## src/rtl/lc3_decode_stage.sv

```systemverilog
// LC-3 decode stage: combinational opcode decoder feeding an enable-gated
// pipeline register that drives ir/npc/control to the execute stage.
module lc3_decode_stage #(
  parameter logic [15:0] IR_RESET  = 16'h0000,
  parameter logic [15:0] NPC_RESET = 16'h3000
) (
  input  logic        clock,
  input  logic        reset,
  input  logic        enable_decode,
  input  logic [15:0] instr_dout,
  input  logic [15:0] npc_in,
  output logic [15:0] ir,
  output logic [15:0] npc_out,
  output logic [5:0]  e_control,
  output logic        mem_control,
  output logic [1:0]  w_control,
  output logic        decode_valid
);

  // Capture protocol: enable_decode is a one-cycle load strobe. Every register
  // loads on a rising edge where it is high, and all of them hold otherwise
  // (no bubble). There is no back-pressure towards fetch.
  localparam logic [3:0] OP_BR  = 4'b0000;
  localparam logic [3:0] OP_ADD = 4'b0001;
  localparam logic [3:0] OP_LD  = 4'b0010;
  localparam logic [3:0] OP_ST  = 4'b0011;
  localparam logic [3:0] OP_AND = 4'b0101;
  localparam logic [3:0] OP_LDR = 4'b0110;
  localparam logic [3:0] OP_STR = 4'b0111;
  localparam logic [3:0] OP_NOT = 4'b1001;
  localparam logic [3:0] OP_LDI = 4'b1010;
  localparam logic [3:0] OP_STI = 4'b1011;
  localparam logic [3:0] OP_JMP = 4'b1100;
  localparam logic [3:0] OP_LEA = 4'b1110;

  logic [1:0]  alu_d;
  logic [1:0]  pcsel1_d;
  logic        pcsel2_d;
  logic        op2sel_d;
  logic        mem_d;
  logic [1:0]  w_d;

  logic [15:0] ir_q;
  logic [15:0] npc_q;
  logic [5:0]  e_q;
  logic        mem_q;
  logic [1:0]  w_q;
  logic        valid_q;

  always_comb begin
    alu_d    = 2'b00;
    pcsel1_d = 2'b00;
    pcsel2_d = 1'b0;
    op2sel_d = 1'b0;
    mem_d    = 1'b0;
    w_d      = 2'b00;
    case (instr_dout[15:12])
      OP_ADD: op2sel_d = ~instr_dout[5];
      OP_AND: begin
        alu_d    = 2'b01;
        op2sel_d = ~instr_dout[5];
      end
      OP_NOT: begin
        alu_d    = 2'b10;
        op2sel_d = 1'b1;
      end
      OP_BR, OP_ST: begin
        pcsel1_d = 2'b01;
        pcsel2_d = 1'b1;
      end
      OP_JMP: pcsel1_d = 2'b11;
      OP_LD: begin
        pcsel1_d = 2'b01;
        pcsel2_d = 1'b1;
        w_d      = 2'b01;
      end
      OP_LDI: begin
        pcsel1_d = 2'b01;
        pcsel2_d = 1'b1;
        w_d      = 2'b01;
        mem_d    = 1'b1;
      end
      OP_LDR: begin
        pcsel1_d = 2'b10;
        w_d      = 2'b01;
      end
      OP_LEA: begin
        pcsel1_d = 2'b01;
        pcsel2_d = 1'b1;
        w_d      = 2'b10;
      end
      OP_STI: begin
        pcsel1_d = 2'b01;
        pcsel2_d = 1'b1;
        mem_d    = 1'b1;
      end
      OP_STR: pcsel1_d = 2'b10;
      // JSR, RTI, reserved and TRAP fall through as a NOP decode.
      default: ;
    endcase
  end

  always_ff @(posedge clock or negedge reset) begin
    if (!reset) begin
      ir_q    <= IR_RESET;
      npc_q   <= NPC_RESET;
      e_q     <= 6'b000000;
      mem_q   <= 1'b0;
      w_q     <= 2'b00;
      valid_q <= 1'b0;
    end else if (enable_decode) begin
      ir_q    <= instr_dout;
      npc_q   <= npc_in;
      e_q     <= {alu_d, pcsel1_d, pcsel2_d, op2sel_d};
      mem_q   <= mem_d;
      w_q     <= w_d;
      valid_q <= 1'b1;
    end
  end

  assign ir           = ir_q;
  assign npc_out      = npc_q;
  assign e_control    = e_q;
  assign mem_control  = mem_q;
  assign w_control    = w_q;
  assign decode_valid = valid_q;

endmodule

```

## config.mk

```make
export PLATFORM = sky130hd
export DESIGN_NAME = lc3_decode_stage
export DESIGN_NICKNAME = d
export VERILOG_FILES = /design/src/rtl/lc3_decode_stage.sv
export SDC_FILE = /design/constraint.sdc
export NUM_CORES = 1
export LEC_CHECK = 0
export CORE_MARGIN = 3
export CORE_UTILIZATION = 35
export CTS_BUF_LIST = sky130_fd_sc_hd__clkbuf_8
export DETAILED_ROUTE_END_ITERATION = 16
export GPL_TIMING_DRIVEN = 0
export PLACE_DENSITY = 0.71
export SETUP_SLACK_MARGIN = 0.3
export SLEW_MARGIN = 20
export SYNTH_ARGS = -nofsm -noshare
export SYNTH_HDL_FRONTEND = slang
export SYNTH_SLANG_ARGS = --single-unit
```

## constraint.sdc

```tcl
create_clock -name clock -period 0.8 [get_ports clock]
set_input_delay 0.24 -clock clock [delete_from_list [all_inputs] [get_ports clock]]
set_output_delay 0.24 -clock clock [all_outputs]
set_load 0.02 [all_outputs]
```

* After elaboration in Yosys (flattened, before gate mapping) *
Cells that the tools add are included.

storage, ports and cells
  bits in registers = 42
  input bits = 35
  word-level logic and storage cells = 30

operators by class
  equality and inequality tests = 11
  multiplexer cells = 6
  bitwise operators = 1
  reduce and logical (&&, ||, !) cells = 6

operator list
  kind                count
  $eq 4x4->1 const B  5
  $eq 4x3->1 const B  3
  $eq 4x2->1 const B  2
  $pmux 2 s2          2
  $pmux 2 s3          1
  $reduce_or 2->1     3
  $reduce_or 6->1     1
  $eq 4x1->1 const B  1
  $logic_not 4->1     1
  $reduce_or 3->1     1
  $mux 1              2
  $pmux 1 s2          1
  $not 1->1           1

* Logic depth before layout (Yosys ltp) *
Gate-level depths: netlist of the first run.

  depth after elaboration = 3
  depth in mapped cells = 4
  mapped depth without buffers = 3

* Worst setup path before layout of the first run *
No wires, ideal clock.

  path kind = input -> register
  start point = input port enable_decode
  end point = register ir_q[0] (netlist: ir[0])
  arrival time = 0.787 ns
  required time = 0.675 ns
  path slack = -0.112 ns
  stages on the path = 3
  path buffers = 2
  path through = buf_6 > buf_12 > mux2_4

RTL lines
  item                  line  RTL
  start, declared       9     input logic enable_decode,
  end signal, assigned  112   ir_q <= instr_dout;
  end, declared         43    logic [15:0] ir_q;

No word-level cell between the ends.

* Final worst setup path of the first run *
  start point = register npc_q[13] (netlist: npc_out[13])
  end point = output port npc_out[13]

RTL lines
  item                    line  RTL
  start, declared         44    logic [15:0] npc_q;
  start signal, assigned  113   npc_q <= npc_in;
  end, declared           13    output logic [15:0] npc_out,

No word-level cell between the ends.

==> metrics.cfg, run 1 <==
[cts]
cts_tree=yes
clk_latency_ps=290
clockBufferDepth=2
numCtsBuffers=5
h-tree-depth=2
clock-root-buffer=clkbuf_8
clock-sinks=42
clk_transition_reported_paths_ps=80

[sta]
setup_viol=65
worst_slack_ps=-395.0
fin_crit_ps=1195
rsz0062_at_grt=true
worst_pin_slew_ps=337.2
fin_worst_skew_ps=0
hold_viol=19
fin_crit_sh=1.494
whs_ps=-126.6
max_freq_mhz=836.8
drv_slew=0
relSlewSlack=0.7752

[layout]
multi_input_area_sq_um=663.1
fin_area_sq_um=3223
final_layout_size_suffix_gt1_frac=0.6414
seqCellArea_sq_um=1066
syn_to_final_growth_pct=76.56
num_antenna_cells=0
final_cell_mix=buf_6, mux2_4, dfrtp_1, clkdlybuf4s50_1, dfrtp_2
fill_cells=372
nets=271
finalCoreUtilization=0.6605
mostFrequentLayoutCell=buf_6

[worst_setup_path]
endpoint_kind=primary output
cp-start-kind=flip-flop
path_class=flip-flop to primary output
crit_slowest_cell=dfstp_2
rr_startpoint=npc_out[11]
reg2reg_to=npc_out[11]
cp.required_ps=560
worstPathCellList=buf_6
cp_max_fo=2
path_delay_family=flip-flops
rrSetupSlack_ps=-200
arrival_ps=960
worst-path-buf-inv=1
r2r_cells=3
cp_slowest_stage_delay_ps=560

[floorplan]
ios=77
dieArea_sq_um=6118
die_h_um=78.22
die_x_um=78.22
initial_core_util=0.3741
coreArea_sq_um=4880
placementRows=25

[global_route]
grt_max_degree=23
antenna_found_initial=0
grt_util_met2=0.2697
first_global_vias=1500
busiest_layer=met2
grt_overflow=0
use_met1=0.1760
grt_pass1_wl_mm=7.445
grt_usage=0.1569
use_met3=0.06422

[drt]
finalWirelength_mm=4.916
viasPerCell=4.566
dr.pass1.iters=4
drc=0
vias=1388
drtIter0Drc=30
post_drt_wl_per_cell_um=16.17
antenna_left=0

[placement]
dp.final_hpwl_mm=3.179
numPortBuffers=74
place_area_sq_um=2704
routabilityCongestion=0.6721

[logic_synthesis]
synth_area_sq_um=1826
synth_top_area_frac=0.5483
synthTopCellsByArea=dfrtp_1, mux2_4, buf_12
syn_inst=119
ys_seq_elements=42
yosysWarnings=0
synthDistinctLibCells=27
syn_avg_cell_area_sq_um=15.34
synth.largest_area_cell=dfrtp_1
synth_nets=154
seq_area_frac_synth=0.5771

[min_path]
hp-class=primary input to async pin

[power]
peakVddDrop_uv=1030
powerDensity_nw_per_um2=1702
totalPowerFinal_uw=5486
p_leak_uw=0.001538

[run_status]
outcome=finished, violations left
violations=hold timing, setup timing

[run]
drv_cap=0

==> per-layer routing <==
| metal | vias up | part of all wire |
|---|---|---|
| met4 | 0 | 0.027 |
| met3 | 15 | 0.061 |
| li1 | 636 | - |
| met1 | 664 | 0.39 |
| met2 | 73 | 0.52 |
| met5 | - | 0 |
==> cells in the mapped netlist <==
master,instances
dfrtp_1,40
mux2_4,30
inv_1,10
o21ai_1,5
buf_12,3
nand2_1,3
nor2_1,3
a31oi_1,2
buf_4,2
buf_6,2
dfstp_2,2
nor2b_1,2
a21oi_1,1
a41o_1,1
and2b_1,1
nand2_2,1
nand3_1,1
nand3b_1,1
nand4_1,1
nand4b_1,1
nor3b_1,1
o2111ai_1,1
o21ai_0,1
o21bai_1,1
o22ai_1,1
o32ai_2,1
or2_1,1
==> repair_timing <==
item | 4_1_cts | 5_1_grt
endpoints found under the hold margin | 19 | 19
pin swaps | 2 | 0
setup buffers | 18 | 17
resized for setup | 276 | 33
endpoints found under the setup margin | 84 | 104
==> sequential cells by signal, summed over array words and instances (netlist names) <==
| signal | count |
|---|---|
| decode_valid | 1 |
| mem_control | 1 |
| ir | 16 |
| e_control | 6 |
| npc_out | 16 |
| w_control | 2 |
==> layout make-up <==
class	count	share of cell area
timing repair buffer	110	0.3649
sequential	42	0.3307
multi-input combinational	60	0.2057
buffer	7	0.03533
tap	67	0.02601
clock buffer	5	0.02135
inverter	10	0.01242
clock inverter	3	0.003494
==> through the flow <==
step	hold slack (ps)	setup WS [ps]	setup TNS, ps	std cells
3_5_place_dp	253.6	-605.5	-28570	261
2_1_floorplan	-55.59	-102.5	-3097	119
5_1_grt	-123.8	-432.0	-16450	304
3_3_place_gp	453.5	-1588	-89000	260
4_1_cts	-63.36	-390.2	-13350	287
6_report	-126.6	-395.0	-14480	304
==> worst max-delay path by stage <==
stage / from / to / slack [ps] / depth (start not counted)
finish: npc_out[13] / npc_out[13] / -400 / 1
global route: npc_out[13] / npc_out[13] / -430 / 1
CTS: npc_out[12] / npc_out[12] / -390 / 1
detailed placement: instr_dout[12] / e_control[0] / -610 / 4
global placement: reset / ir[14] / -1590 / 1
floorplan: enable_decode / ir[0] / -100 / 3
==> power breakdown <==
part           switching [uW]  internal (uW)
registers                 168           2330
clock network             668            582
logic                     652           1090
total                    1490           4000
==> kinds of logic (layout without fill, tap and decap cells) <==
family / after synthesis / count (layout) / synth area share
simple gates: 16 / 16 / 0.04936
flops: 42 / 42 / 0.5771
mux: 30 / 30 / 0.2467
compound gates: 14 / 14 / 0.05277
buf+inv: 17 / 135 / 0.07402
==> worst register-to-register path, cell delays in order (launching register included) <==
cell and delay, ps:
dfrtp_1 400, buf_6 120, buf_6 100, mux2_4 260
No activity file was read; power rests on OpenSTA's default activity.
==> run 2: changes to the inputs <==
ABC_AREA = 1   (was default)
CORE_UTILIZATION = 38   (was 35)
PLACE_DENSITY = 0.78   (was 0.71)
==> metrics.cfg, run 2 <==
[sta]
setup_viol=44
hold_viol=20
whs_ps=-168.4
worst_pin_slew_ps=295.9
relSlewSlack=0.8027
worst_slack_ps=-381.1
rsz0062_at_grt=true
fin_crit_ps=1181
fin_worst_skew_ps=0
max_freq_mhz=846.7
drv_slew=0
fin_crit_sh=1.476

[placement]
dp.final_hpwl_mm=2.924
numPortBuffers=76
pre_cts_ws_ps=-544.0
place_area_sq_um=2670
dp.cells=310
routabilityCongestion=0.7500

[cts]
h-tree-depth=2
clk_latency_ps=280
clock-root-buffer=clkbuf_8
clock-sinks=42
cts_tree=yes
clk_transition_reported_paths_ps=70
clockBufferDepth=2
numCtsBuffers=5

[logic_synthesis]
synthTopCellsByArea=dfrtp_1, nand2_1, dfstp_2
synth_top_family_by_area=simple AND/OR/NAND/NOR gates
synth_common_cells=nand2_1, dfrtp_1, o21ai_1, buf_2
synth_top_area_frac=0.6029
synth_edf_count=0
syn_inst=183
seq_area_frac_synth=0.6345
synth-compound-area-share=0.04597
muxShareOfSynthArea=0
synth_area_sq_um=1660
ys_seq_elements=42
synth_nets=218
syn_avg_cell_area_sq_um=9.073
yosysMostFrequentCell=nand2_1
synthDistinctLibCells=19
synth_ff_type=dfrtp_1
synthSimpleGateAreaFrac=0.2758
synthXorXnorAreaFrac=0
yosysWarnings=0
async_flop_share=1.000
synth.largest_area_cell=dfrtp_1
yosys.area_share.adder=0

[min_path]
hp-class=primary input to async pin

[floorplan]
coreArea_sq_um=4115
ios=77
initial_core_util=0.4035
die_x_um=72.10
placementRows=23
die_h_um=72.10
dieArea_sq_um=5198

[worst_setup_path]
cp.required_ps=560
crit_start=npc_out[12]
cp-start-kind=flip-flop
path_class=flip-flop to primary output
crit_slowest_cell=dfstp_2
path_delay_family=flip-flops
endpoint_kind=primary output
cp_max_fo=2
worstPathCellList=buf_6
arrival_ps=940
rr_startpoint=decode_valid
worst-path-buf-inv=1
cp_slowest_stage_delay_ps=540

[drt]
drc=0
antenna_left=0
viasPerCell=4.564
dr.pass1.iters=4
vias=1497
drtIter0Drc=64
finalWirelength_mm=4.159
post_drt_wl_per_cell_um=12.68

[global_route]
grt_usage=0.1793
grt_overflow=0
antenna_found_initial=0
grt_max_degree=23
first_global_vias=1529
grt_pass1_wl_mm=7.203

[run_status]
violations=hold timing, setup timing
outcome=finished, violations left

[layout]
seqCellArea_sq_um=1104
finalCoreUtilization=0.7245
final_cell_mix=nand2_1, buf_6, dfrtp_2, nand2_2, clkdlybuf4s50_1
fill_cells=333
num_antenna_cells=0
nets=313
stdcell_count=328
mostFrequentLayoutCell=nand2_1
syn_to_final_growth_pct=79.58
fin_area_sq_um=2982
final_layout_size_suffix_gt1_frac=0.6043
multi_input_area_sq_um=661.9

[power]
p_leak_uw=0.001423
powerDensity_nw_per_um2=1697
peakVddDrop_uv=892.5

[run]
drv_cap=0

==> run 2: changes by cell type in the layout (fill, tap and decap cells not counted), moves of 4 or more <==
cell,change
dfrtp_1,-30
nand2_1,+68
mux2_4,-30
dfrtp_2,+30
nand2_2,+37
inv_2,-4
buf_6,-19
==> run 2: metal layers <==
metal	global-route usage	up-vias	wire length [um]
met4	0.05010	0	51
met5	0	-	0
met3	0.06094	8	330
met1	0.2186	692	1599
met2	0.3023	50	2178
li1	-	747	-
==> run 2: kinds of logic (layout without fill, tap and decap cells) <==
logic type,after synthesis,after routing
and+or+nand+nor,117,117
DFF,42,42
AOI/OAI and AO/OA,12,12
buffers and inverters,12,107
==> run 2: layout make-up <==
type,count,area share
multi-input combinational,129,0.2220
inverter,4,0.005036
clock inverter,2,0.002518
clock buffer,5,0.02308
buffer,8,0.03315
timing repair buffer,88,0.3231
tap,50,0.02098
sequential,42,0.3701
==> run 2: worst paths after layout <==
check                                to  slack [ps]  cells past startpoint
max                         npc_out[12]        -380                      1
max reg2reg                decode_valid        -160                      3
min                              ir[13]        -170                      1
max in group asynchronous   npc_out[12]         490                      2
min reg2reg                 npc_out[12]         470                      2
min in group clock               ir[15]         270                      3
==> run 2: report_power, final <==
group          internal (uW)  total [uW]  switching [uW]  leakage (uW)
clock                    575        1240             661     0.0000466
combinational            719        1350             630      0.000909
sequential              2330        2470             139      0.000467
==> run 2: repair_timing <==
action | in CTS | in global routing
gates resized for setup | 289 | 15
hold endpoints to repair | 20 | 20
setup buffers | 4 | 6
gates cloned | 1 | 0
pin swaps | 18 | 7
endpoints found under the setup margin | 86 | 84
==> run 2: through the flow <==
| stage | total power [uW] | TNS (ps) | hold WS (ps) |
|---|---|---|---|
| floorplan | 3002 | -4.906 | -55.59 |
| global placement | 3643 | -107450 | 441.1 |
| detailed placement | 3676 | -37350 | 247.6 |
| CTS | 5066 | -12150 | -160.1 |
| global route | 5321 | -13350 | -152.8 |
| finish | 5059 | -11830 | -168.4 |
==> run 3: changes to the inputs <==
CORE_UTILIZATION = 42   (was 38)
CTS_CLUSTER_SIZE = 12   (was default)
PLACE_DENSITY = 0.81   (was 0.78)
RECOVER_POWER = 50   (was default)
clock period = 1.3 ns   (was 0.8 ns; I/O delays follow)
==> metrics.cfg, run 3 (synthesis results as in run 2) <==
[floorplan]
die_x_um=68.88
dieArea_sq_um=4744
die_h_um=68.88
ios=77
placementRows=22
initial_core_util=0.4435
coreArea_sq_um=3744

[cts]
clock-sinks=42
clockBufferDepth=2
clock-root-buffer=clkbuf_8
clk_latency_ps=290
clk_transition_reported_paths_ps=80
h-tree-depth=2
numCtsBuffers=5
cts_tree=yes

[layout]
stdcell_count=341
num_antenna_cells=0
final_cell_mix=nand2_1, buf_6, dfrtp_1, clkdlybuf4s50_1, buf_4
nets=327
syn_to_final_growth_pct=67.75
mostFrequentLayoutCell=nand2_1
final_layout_size_suffix_gt1_frac=0.3038
finalCoreUtilization=0.7440

[sta]
worst_slack_ps=-22.23
fin_worst_skew_ps=0
relSlewSlack=0.5422
worst_pin_slew_ps=686.7
drv_slew=0
hold_viol=0
fin_crit_sh=1.017
rsz0062_at_grt=true
whs_ps=107.8
max_freq_mhz=756.3
setup_viol=2
fin_crit_ps=1322

[drt]
antenna_left=0
dr.pass1.iters=4
vias=1588
drtIter0Drc=59
drc=0
post_drt_wl_per_cell_um=12.86
finalWirelength_mm=4.385
viasPerCell=4.657

[worst_setup_path]
arrival_ps=930
cp-start-kind=flip-flop
path_class=flip-flop to primary output
path_depth=1
cp_slowest_stage_delay_ps=540
path_delay_family=flip-flops
worstPathCellList=buf_6
r2r_cells=4
worst-path-buf-inv=1
crit_slowest_cell=dfstp_2
cp_max_fo=2
cp.required_ps=910
endpoint_kind=primary output

[run]
drv_cap=0

[power]
p_leak_uw=0.001469
peakVddDrop_uv=801.0
powerDensity_nw_per_um2=1122

[global_route]
first_global_vias=1442
antenna_found_initial=0
grt_usage=0.1935
grt_overflow=0
grt_max_degree=31
grt_pass1_wl_mm=6.706

[placement]
routabilityCongestion=0.7091
pre_cts_ws_ps=-195.2
dp.cells=308
numPortBuffers=76
dp.final_hpwl_mm=2.959

[min_path]
hp-class=primary input to async pin

[run_status]
violations=setup timing
outcome=finished, violations left

[run 3: area by class of cell]
class,count,area (sq um)
fill,304,958.4
tap,48,60.06
sequential,42,1054
inverter,4,15.01
multi-input combinational,129,534.3
clock inverter,2,7.507
buffer,8,36.28
clock buffer,6,82.58
timing repair buffer,102,996.0
[run 3: repair_timing]
item                                    CTS  global route
endpoints found under the setup margin   84            44
gates resized for setup                 259             1
cloned                                    1             0
buffers inserted                         13            11
endpoints found under the hold margin    12             0
[run 3: worst paths after layout]
kind                                    from      endpoint  slack [ps]
worst min register to register   npc_out[13]   npc_out[13]         470
worst max-delay path             npc_out[12]   npc_out[12]         -20
min in group clock               npc_out[13]   npc_out[13]         470
max in group asynchronous              reset   npc_out[13]         230
worst max register to register  w_control[0]  w_control[0]         410
worst min-delay path                   reset    npc_out[5]         110
[run 3: per-layer routing]
layer | vias to the layer above | wire length, um | global-route usage
met3 | 6 | 410 | 0.05024
met2 | 65 | 2091 | 0.3060
li1 | 775 | - | -
met1 | 742 | 1839 | 0.2615
met5 | - | 0 | 0
met4 | 0 | 44 | 0.05839
[run 3: where the power goes]
part	internal [uW]	switching, uW	total [uW]
Clock	418	418	836
Sequential	1420	76.3	1490
Combinational	423	371	793
Total	2260	865	3120
[run 3: metrics by stage]
step                setup TNS [ps]  cell area (sq um)  power [uW]
floorplan                        0               1660        1792
global placement            -55790               2481        2178
detailed placement           -6780               2496        2200
CTS                         -51.75               2738        3119
global route                -95.10               2785        3274
finish                      -43.62               2785        3124
